File: config.mk
export PLATFORM = sky130hd
export DESIGN_NAME = alu_seq_param
export DESIGN_NICKNAME = d
export VERILOG_FILES = /design/src/rtl/alu_seq_pkg.sv /design/src/rtl/alu_seq_div.sv /design/src/rtl/alu_seq_param.sv
export SDC_FILE = /design/constraint.sdc
export NUM_CORES = 1
export LEC_CHECK = 0
export ABC_AREA = 1
export BUFFER_PORTS_ARGS = -buffer_cell sky130_fd_sc_hd__buf_2
export CORE_ASPECT_RATIO = 0.7
export CORE_MARGIN = 2
export CORE_UTILIZATION = 45
export DETAILED_ROUTE_END_ITERATION = 10
export PLACE_DENSITY = 0.63
export SYNTH_ARGS = -nofsm -noshare
export SYNTH_HDL_FRONTEND = slang
export SYNTH_SLANG_ARGS = --single-unit
File: constraint.sdc
create_clock -name Clk -period 9.8 [get_ports Clk]
set_clock_uncertainty 0.15 [all_clocks]
set_input_delay 1.96 -clock Clk [delete_from_list [all_inputs] [get_ports Clk]]
set_output_delay 1.96 -clock Clk [all_outputs]
set_load 0.01 [all_outputs]
File: src/rtl/alu_seq_pkg.sv
// Shared opcode map, handshake FSM states and helpers for the sequential ALU.
package alu_seq_pkg;

    localparam logic [2:0] OP_AND = 3'b000;
    localparam logic [2:0] OP_OR  = 3'b001;
    localparam logic [2:0] OP_XOR = 3'b010;
    localparam logic [2:0] OP_NOR = 3'b011;
    localparam logic [2:0] OP_SLT = 3'b100;
    localparam logic [2:0] OP_ADD = 3'b101;
    localparam logic [2:0] OP_SUB = 3'b110;
    localparam logic [2:0] OP_MOD = 3'b111;

    typedef enum logic [1:0] {IDLE, DIV, DONE} state_e;

    // SLT compares through the subtract path so it can use sign XOR overflow.
    function automatic logic op_uses_sub(input logic [2:0] op);
        return (op == OP_SUB) || (op == OP_SLT);
    endfunction

endpackage

File: src/rtl/alu_seq_div.sv
// Restoring unsigned divider, one quotient bit per cycle, WIDTH iterations per division.
module alu_seq_div #(
    parameter int WIDTH = 32
) (
    input  logic             i_clk,
    input  logic             i_rst_n,
    input  logic             i_start,
    input  logic [WIDTH-1:0] i_a,
    input  logic [WIDTH-1:0] i_b,
    output logic             o_busy,
    output logic             o_done,
    output logic [WIDTH-1:0] o_rem,
    output logic [WIDTH-1:0] o_quot
);

    localparam int CNT_W = $clog2(WIDTH + 1);

    logic             r_busy;
    logic [CNT_W-1:0] r_cnt;
    logic [WIDTH-1:0] r_rem;
    logic [WIDTH-1:0] r_quot;
    logic [WIDTH-1:0] r_div;

    logic [WIDTH:0]   w_shift;
    logic [WIDTH+1:0] w_sub;
    logic             w_ge;
    logic [WIDTH-1:0] w_rem_next;
    logic             w_unused_bits;

    // r_quot starts as the dividend and fills with quotient bits as dividend bits shift out.
    assign w_shift       = {r_rem, r_quot[WIDTH-1]};
    assign w_sub         = {1'b0, w_shift} - {2'b00, r_div};
    assign w_ge          = ~w_sub[WIDTH+1];
    assign w_rem_next    = w_ge ? w_sub[WIDTH-1:0] : w_shift[WIDTH-1:0];
    assign w_unused_bits = w_sub[WIDTH] ^ w_shift[WIDTH];

    always_ff @(posedge i_clk) begin
        if (!i_rst_n) begin
            r_busy <= 1'b0;
            r_cnt  <= '0;
            r_rem  <= '0;
            r_quot <= '0;
            r_div  <= '0;
        end else if (i_start && !r_busy) begin
            r_busy <= 1'b1;
            r_cnt  <= CNT_W'(WIDTH - 1);
            r_rem  <= '0;
            r_quot <= i_a;
            r_div  <= i_b;
        end else if (r_busy) begin
            r_rem  <= w_rem_next;
            r_quot <= {r_quot[WIDTH-2:0], w_ge};
            r_cnt  <= r_cnt - CNT_W'(1);
            if (r_cnt == '0) begin
                r_busy <= 1'b0;
            end
        end
    end

    // o_done marks the final iteration; o_rem/o_quot are the values that iteration produces.
    assign o_busy = r_busy;
    assign o_done = r_busy && (r_cnt == '0);
    assign o_rem  = w_rem_next;
    assign o_quot = {r_quot[WIDTH-2:0], w_ge};

endmodule

File: src/rtl/alu_seq_param.sv
// Registered-output parametrised ALU with valid/ready input and a restoring-divider MOD.
// Define ALU_SEQ_QUOT_EN to add the Quot output carrying the MOD quotient.
module alu_seq_param
    import alu_seq_pkg::*;
#(
    parameter int WIDTH = 32
) (
    input  logic             Clk,
    input  logic             Reset,
    input  logic             In_Valid,
    output logic             In_Ready,
    input  logic [WIDTH-1:0] A,
    input  logic [WIDTH-1:0] B,
    input  logic [2:0]       ALUOp,
    output logic [WIDTH-1:0] Result,
    output logic             C,
    output logic             Div0,
`ifdef ALU_SEQ_QUOT_EN
    output logic             We,
    output logic [WIDTH-1:0] Quot
`else
    output logic             We
`endif
);

    state_e           r_state;
    logic [WIDTH-1:0] r_result;
    logic             r_c;
    logic             r_div0;
    logic             r_we;

    logic             w_accept;
    logic             w_is_mod;
    logic             w_b_zero;
    logic             w_div_start;
    logic             w_div_busy;
    logic             w_div_done;
    logic [WIDTH-1:0] w_div_rem;
    logic [WIDTH-1:0] w_div_quot;
    logic             w_sub_op;
    logic [WIDTH-1:0] w_b_op;
    logic [WIDTH:0]   w_sum;
    logic             w_ovf;
    logic             w_slt;
    logic [WIDTH-1:0] w_alu_res;
    logic             w_alu_c;
    logic             w_unused_div;

    assign In_Ready    = (r_state == IDLE);
    assign w_accept    = In_Valid & In_Ready;
    assign w_is_mod    = (ALUOp == OP_MOD);
    assign w_b_zero    = (B == '0);
    assign w_div_start = w_accept & w_is_mod & ~w_b_zero;

    assign w_sub_op = op_uses_sub(ALUOp);
    assign w_b_op   = w_sub_op ? ~B : B;
    assign w_sum    = {1'b0, A} + {1'b0, w_b_op} + {{WIDTH{1'b0}}, w_sub_op};
    assign w_ovf    = (A[WIDTH-1] ^ B[WIDTH-1]) & (A[WIDTH-1] ^ w_sum[WIDTH-1]);
    assign w_slt    = w_sum[WIDTH-1] ^ w_ovf;

    always_comb begin
        w_alu_res = '0;
        w_alu_c   = 1'b0;
        case (ALUOp)
            OP_AND: w_alu_res = A & B;
            OP_OR:  w_alu_res = A | B;
            OP_XOR: w_alu_res = A ^ B;
            OP_NOR: w_alu_res = ~(A | B);
            OP_SLT: w_alu_res = {{(WIDTH-1){1'b0}}, w_slt};
            OP_ADD, OP_SUB: begin
                w_alu_res = w_sum[WIDTH-1:0];
                w_alu_c   = w_sum[WIDTH];
            end
            default: ;
        endcase
    end

    alu_seq_div #(
        .WIDTH (WIDTH)
    ) u_div (
        .i_clk   (Clk),
        .i_rst_n (Reset),
        .i_start (w_div_start),
        .i_a     (A),
        .i_b     (B),
        .o_busy  (w_div_busy),
        .o_done  (w_div_done),
        .o_rem   (w_div_rem),
        .o_quot  (w_div_quot)
    );

    always_ff @(posedge Clk) begin
        if (!Reset) begin
            r_state  <= IDLE;
            r_result <= '0;
            r_c      <= 1'b0;
            r_div0   <= 1'b0;
            r_we     <= 1'b0;
        end else begin
            r_we <= 1'b0;
            case (r_state)
                IDLE: begin
                    if (w_accept) begin
                        if (!w_is_mod) begin
                            r_result <= w_alu_res;
                            r_c      <= w_alu_c;
                            r_div0   <= 1'b0;
                            r_we     <= 1'b1;
                        end else if (w_b_zero) begin
                            r_result <= A;
                            r_c      <= 1'b0;
                            r_div0   <= 1'b1;
                            r_we     <= 1'b1;
                        end else begin
                            r_state <= DIV;
                        end
                    end
                end
                DIV: begin
                    if (w_div_done) begin
                        r_result <= w_div_rem;
                        r_c      <= 1'b0;
                        r_div0   <= 1'b0;
                        r_we     <= 1'b1;
                        r_state  <= DONE;
                    end
                end
                DONE:    r_state <= IDLE;
                default: r_state <= IDLE;
            endcase
        end
    end

    assign Result = r_result;
    assign C      = r_c;
    assign Div0   = r_div0;
    assign We     = r_we;

`ifdef ALU_SEQ_QUOT_EN
    logic [WIDTH-1:0] r_quot;

    always_ff @(posedge Clk) begin
        if (!Reset) begin
            r_quot <= '0;
        end else if ((r_state == IDLE) && w_accept && w_is_mod && w_b_zero) begin
            r_quot <= '1;
        end else if ((r_state == DIV) && w_div_done) begin
            r_quot <= w_div_quot;
        end
    end

    assign Quot         = r_quot;
    assign w_unused_div = w_div_busy;
`else
    assign w_unused_div = w_div_busy ^ (^w_div_quot);
`endif

endmodule
==> summary.md, run 1 <==
| Metric | Value |
|---|---|
| Top-area cell type share of the netlist area | `between 20% and 30%` |
| Yosys reg bits | `between 100 and 150` |
| H-tree depth | `4` |
| Setup crit start kind | `input pin` |
| FF-to-FF End | `u_div.r_rem[14]$_SDFFE_PP0P_` |
| Max stage delay on crit path | `590 ps` |
| Mapped Area | `around 0.013 sq mm` |
| Initial antenna violation count | `0` |
| Pwr dens | `around 150 mW/mm^2` |
| Total number of vias | `approximately 14k` |
| Area delta synth->final | `10.4%` |
| Worst path required time | `about 10000 ps` |
| HPWL after DPL | `~36000 um` |
| Initial core utilization | `~46%` |
| CORE AREA | `~0.028 sq mm` |
| Total GRT Usage | `about 30%` |
| Overall Power | `~2100 uW` |
| Clock-pin slew on the worst setup and hold paths | `roughly 70 ps` |
| Max IR drop VDD | `between 0.1 and 0.15 mV` |
| Nets@finish | `2276` |
| Final core utilization | `about half` |
| # clock sinks | `140` |
| Post-CTS sizing | `0` |
| First-pass GRT wire length | `69100 um` |
| Post-synthesis async set-or-reset flop share | `0%` |
| Final cell count without fillers | `2459` |
| RSZ-0062 raised after global routing | `no` |
| Critical path fanouts, max | `33` |
| Hold WC Path Type | `register to register` |
| Area contributors post-synth | `dfxtp_1 22%, ha_1 13%, nand2_1 11%` |
| Period utilisation layout | `between 50 and 60%` |
| Port bufs | `105` |
| Post-synth EDFFs | `0` |
| Area of the multi-input gates | `0.00829 sq mm` |
| Arrival time worst endpoint | `about 5500 ps` |
| Clk_lat worst skew | `between 400 and 500 ps` |
| Die W | `between 200 and 250 um` |
| Ant diodes | `0` |
| Synth warnings | `0` |
| Clock buffer depth | `2` |
| Drt wl/cell | `18.4 um` |
| Mapped Cells | `between 2k and 2.5k` |
| Post-placement cell count | `2427` |
| Area leader, netlist | `dfxtp_1` |
| Remaining antenna violation count | `0` |
| Mean Syn Cell Area | `6.34 sq um` |
| Grt ovf | `0` |
| Remaining DRCs | `0` |
| Top cells by count, synth | `376 x nand2_1, 349 x inv_1, 176 x a21oi_1, 162 x o21ai_0, 154 x nor2_1` |
| Slowest-stage cell, CP | `nand2_2` |
| Seq/Total Area, Yosys | `between 20 and 25%` |
| Post-Syn Nets | `around 2.2k` |
| Hold Path Depth | `2` |
| Die area | `just under 0.03 sq mm` |
| Critical Path Sink | `Result[0]$_SDFFE_PN0P_` |
| Final RePlAce weighted congestion | `1.01` |
| CP startpoint | `ALUOp[0]` |
| Reg2Reg Setup Slack | `6200 ps` |
| Layout cells sized above 1 | `under 10%` |
| Boundary Pins | `between 100 and 150` |
| R2R depth | `13` |
| Max_cap viols | `0` |
| Slew margin rel. | `30.6%` |
| Aggregate routed wire length | `45200 um` |
| # rows | `51` |
| Most numerous cell in the Yosys netlist | `nand2_1` |
| Hold buffers post-CTS | `0` |
| Dominant synthesized flop cell | `dfxtp_1` |
| Crit. End Element | `register` |
| Drt pass-1 iters | `5` |
| Final hold violation count | `0` |
| Fillcell total | `slightly below 3k` |
| Seq. cell area | `between 0.002 and 0.003 sq mm` |
| Routed vias/inst | `about 5.5` |
| Max Freq | `around 190 MHz` |
| Min Hold Slack | `310 ps` |
| Vias in the first global route | `about 12k` |
| Largest net degree at the start of global routing | `between 80 and 90` |
| Setup TNS | `0 ps` |
| Crit Reg-Reg Startpoint | `u_div.r_div[18]$_SDFFE_PN0P_` |
| Max Slew Vio Count | `0` |
| Leak pwr | `approximately 0.0072 uW` |
| CTS tree | `built` |
| Final setup viols | `0` |
| Minimum clock period | `5340 ps` |
| Tightest Pin Transition | `roughly 1000 ps` |
| Postcts setup bufs | `0` |
| Num CTS Buffers | `17` |
| CP Class | `input pin to register` |
| Die height | `roughly 140 um` |
| DRT iter0 DRCs | `approximately 1.2k` |
| Critical path, cell by cell | `buf_2, inv_1, nand2_2, xor2_1, ha_1, nand2_1, o21ai_0, a21oi_1, nand2_1, nand2_1, nand3_1, nand3_1, nand2_1, nand2_1, nand3_1, a21oi_1` |
| Root Driver | `clkbuf_16` |
| Distinct cells, synth | `50` |
| Cell mode on critical path | `nand2_1` |
| Status | `finished, final reports clean` |
## flip-flops by register name, summed over array words and instances (netlist names), 2 cells and up
name,flops
u_div.r_quot,32
r_state,2
u_div.r_cnt,6
u_div.r_div,32
Result,32
u_div.r_rem,32
## routing by layer
layer  global-route usage, %  up-vias  share of wire, %
li1                        -     6773                 -
met1                    43.4     6243                47
met2                    43.2      555                41
met3                    6.99       74               8.8
met4                    9.35        0               2.7
met5                       0        -                 0
## stage by stage
stage | area, sq um | setup WS, ps
finish | 14100 | 4460
global route | 14100 | 4220
floorplan | 12800 | 5300
global placement | 13500 | 4260
detailed placement | 13500 | 4240
CTS | 14100 | 4700
## placed cells by master, fill, tap and decap left out, types with 4 or more instances in the layout
master     instances
clkbuf_16         17
inv_2              9
a211oi_1          18
dfxtp_1          139
nand2_2            4
or2_2              8
clkinv_4           5
o221ai_1          10
a21boi_0           4
ha_1             129
nor2_2             7
o21a_1             4
o21ai_0          162
o21ai_1           35
a21o_1             9
nand3_1          115
xnor2_1            4
inv_1            349
nand2_1          376
a31oi_1            7
a2111oi_0          6
o211ai_1          38
o21bai_1           6
a21oi_1          176
nor3_1             7
nor2_1           154
nor4_1             6
a22oi_1            7
buf_4             12
nand4_1           39
nand3b_1          19
o22ai_1           18
xor2_1            43
and3_1             4
buf_2            105
## critical path: cells and delay by family
family	cells	cell delay, ps
buf+inv	2	250
fa+ha+maj	1	410
simple gates	9	1770
xor+xnor	1	360
compound gates	3	680
## cell families (layout without fill, tap and decap cells)
kind of cell,count (synthesis),in the layout,synth area share (%)
compound gates,511,511,22.9
xor+xnor,47,47,3.23
fa+ha+maj,131,131,13.0
buf+inv,434,508,13.2
flops,140,140,22.0
simple gates,751,751,25.8
## worst min-delay path by stage
stage	start	to	slack, ps
after floorplan	u_div.r_div[10]$_SDFFE_PN0P_	u_div.r_div[10]$_SDFFE_PN0P_	290
after global placement	u_div.r_div[8]$_SDFFE_PN0P_	u_div.r_div[8]$_SDFFE_PN0P_	300
after detailed placement	u_div.r_div[8]$_SDFFE_PN0P_	u_div.r_div[8]$_SDFFE_PN0P_	300
after CTS	u_div.r_div[8]$_SDFFE_PN0P_	u_div.r_div[8]$_SDFFE_PN0P_	310
after global routing	Result[26]$_SDFFE_PN0P_	Result[26]$_SDFFE_PN0P_	330
final	u_div.r_div[8]$_SDFFE_PN0P_	u_div.r_div[8]$_SDFFE_PN0P_	310
## final cells by class
| cell class | instances | share of cell area (%) |
|---|---|---|
| Multi-Input combinational cell | 1440 | 58.8 |
| Sequential cell | 140 | 19.9 |
| Inverter | 359 | 9.56 |
| Timing Repair Buffer | 117 | 4.37 |
| Tap cell | 371 | 3.29 |
| Clock buffer | 20 | 3.24 |
| Clock inverter | 12 | 0.817 |
## power by group
| group | total, uW | leakage, uW | switching [uW] | internal [uW] |
|---|---|---|---|---|
| clock | 624 | 0.000273 | 260 | 364 |
| combinational | 848 | 0.00575 | 588 | 261 |
| sequential | 617 | 0.00114 | 19.3 | 598 |
Note: power is estimated with default switching activity, not from simulation.
==> run 2, diff against run 1 <==
--- a/config.mk
+++ b/config.mk
@@ -11,7 +11,7 @@
 export CORE_MARGIN = 2
 export CORE_UTILIZATION = 45
 export DETAILED_ROUTE_END_ITERATION = 10
-export PLACE_DENSITY = 0.63
+export PLACE_DENSITY = 0.65
 export SYNTH_ARGS = -nofsm -noshare
 export SYNTH_HDL_FRONTEND = slang
 export SYNTH_SLANG_ARGS = --single-unit
==> constraint.sdc (replaced) <==
create_clock -name Clk -period 4.5 [get_ports Clk]
set_clock_uncertainty 0.15 [all_clocks]
set_input_delay 0.9 -clock Clk [delete_from_list [all_inputs] [get_ports Clk]]
set_output_delay 0.9 -clock Clk [all_outputs]
set_load 0.01 [all_outputs]
==> summary.md, run 2 (same netlist as run 1, synthesis figures left out) <==
| Metric | Value |
|---|---|
| Final RePlAce weighted congestion | `around 1` |
| # rows | `51` |
| Initial core utilization | `about 46%` |
| Fin worst setup slack | `~480 ps` |
| Final cell count without fillers | `between 2k and 2.5k` |
| Max Slew Vio Count | `0` |
| Die W | `slightly above 200 um` |
| Aggregate routed wire length | `around 47000 um` |
| Worst path required time | `roughly 4700 ps` |
| Layout cells sized above 1 | `approximately a tenth` |
| Max_cap viols | `0` |
| CTS tree | `built` |
| CP Class | `input pin to register` |
| Post-placement cell count | `approximately 2.4k` |
| Total number of vias | `about 14k` |
| Total GRT Usage | `between 30% and 40%` |
| Pwr dens | `about 320 mW/mm^2` |
| CORE AREA | `0.0278 sq mm` |
| Fillcell total | `about 3.0k` |
| DRT iter0 DRCs | `1396` |
| Min Hold Slack | `approximately 310 ps` |
| Root Driver | `clkbuf_16` |
| Minimum clock period | `roughly 4000 ps` |
| Remaining DRCs | `0` |
| RSZ-0062 raised after global routing | `no` |
| Clock-pin slew on the worst setup and hold paths | `around 60 ps` |
| Hold Path Depth | `2` |
| Die area | `0.0297 sq mm` |
| Status | `finished, final reports clean` |
| Slew margin rel. | `30.5%` |
| Max stage delay on crit path | `between 400 and 500 ps` |
| Clock buffer depth | `2` |
| Setup TNS | `0 ps` |
| Grt ovf | `0` |
| HPWL after DPL | `37100 um` |
| Crit. End Element | `register` |
| Most frequent cells in the layout | `376 x nand2_1, 349 x inv_1, 176 x a21oi_1` |
| Hold buffers post-CTS | `0` |
| Boundary Pins | `~110` |
| Placed cell area | `~0.014 sq mm` |
| Worst slack, placed | `~170 ps` |
| Final setup viols | `0` |
| First-pass GRT wire length | `between 70000 and 80000 um` |
| Vias in the first global route | `12.7k` |
| Postcts setup bufs | `0` |
| Num CTS Buffers | `17` |
| Routed vias/inst | `about 5.6` |
| H-tree depth | `4` |
| Initial antenna violation count | `0` |
| Post-CTS sizing | `0` |
| Slowest-stage cell, CP | `nand2_2` |
| Setup crit start kind | `input pin` |
| Die height | `approximately 140 um` |
| Period utilisation layout | `around nine tenths` |
| Leading cell type in the layout, fill and taps excluded | `nand2_1` |
| Nets@finish | `roughly 2.3k` |
| Drt pass-1 iters | `5` |
| Remaining antenna violation count | `0` |
| Tightest Pin Transition | `between 1000 and 1500 ps` |
| Largest net degree at the start of global routing | `slightly above 70` |
| Clk_lat worst skew | `approximately 440 ps` |
| # clock sinks | `140` |
| Max IR drop VDD | `0.255 mV` |
| Cell mode on critical path | `nand2_1` |
| R2R depth | `16` |
| Ant diodes | `0` |
| Arrival time worst endpoint | `approximately 4200 ps` |
| Leak pwr | `about 0.0072 uW` |
| Reg2Reg Setup Slack | `roughly 1200 ps` |
| Critical path, cell by cell | `buf_2, inv_1, nand2_2, buf_4, xor2_1, ha_1, nand2_1, nor2_1, nand2_1, nor4_1, nand2_1, nand4_1, nand3_1, a21oi_1, nand2_1, a21oi_1` |
| Final instance area | `0.0142 sq mm` |
| Final hold violation count | `0` |
| Max Freq | `249 MHz` |
| Critical path fanouts, max | `21` |
| Area delta synth->final | `11.4%` |
| Drt wl/cell | `18.8 um` |
| Hold WC Path Type | `register to register` |
| Port bufs | `between 100 and 150` |
[run 2: worst paths after layout]
kind                                  end                          start
max               Result[26]$_SDFFE_PN0P_                       ALUOp[0]
min          u_div.r_div[31]$_SDFFE_PN0P_   u_div.r_div[31]$_SDFFE_PN0P_
max reg2reg       Result[28]$_SDFFE_PN0P_  u_div.r_quot[31]$_SDFFE_PN0P_
min reg2reg  u_div.r_div[31]$_SDFFE_PN0P_   u_div.r_div[31]$_SDFFE_PN0P_
[run 2: critical path: cells and delay by family]
family          cells  cell delay, ps
simple gates        9            1850
fa+ha+maj           1             400
buf+inv             3             590
xor+xnor            1             140
compound gates      2             320
[run 2: power by group]
group	total [uW]	switching, uW	leakage (uW)	internal, uW
registers	1340	41.7	0.00114	1300
clock network	1390	584	0.000277	808
logic	1880	1290	0.00582	588
[run 2: area by class of cell]
cell class,count,area [sq um],area share (%)
multi-input combinational,1440,8290,58.3
sequential,140,2800,19.7
inverter,359,1350,9.48
timing repair buffer,132,728,5.12
clock buffer,20,467,3.28
tap,371,464,3.27
clock inverter,12,113,0.792
[run 2: per-stage QoR]
stage	utilization (%)	power (uW)
floorplan	-	2670
global placement	49.0	3180
detailed placement	49.0	3200
CTS	51.1	4590
global route	51.1	4900
finish	51.1	4620
[run 2: layer usage]
metal / GRT usage [%] / wire length, um / vias up
met5: 0 / 0 / -
met4: 7.63 / 919 / 0
met3: 4.85 / 4370 / 69
met2: 45.0 / 18900 / 667
met1: 47.2 / 22300 / 6300
li1: - / - / 6819
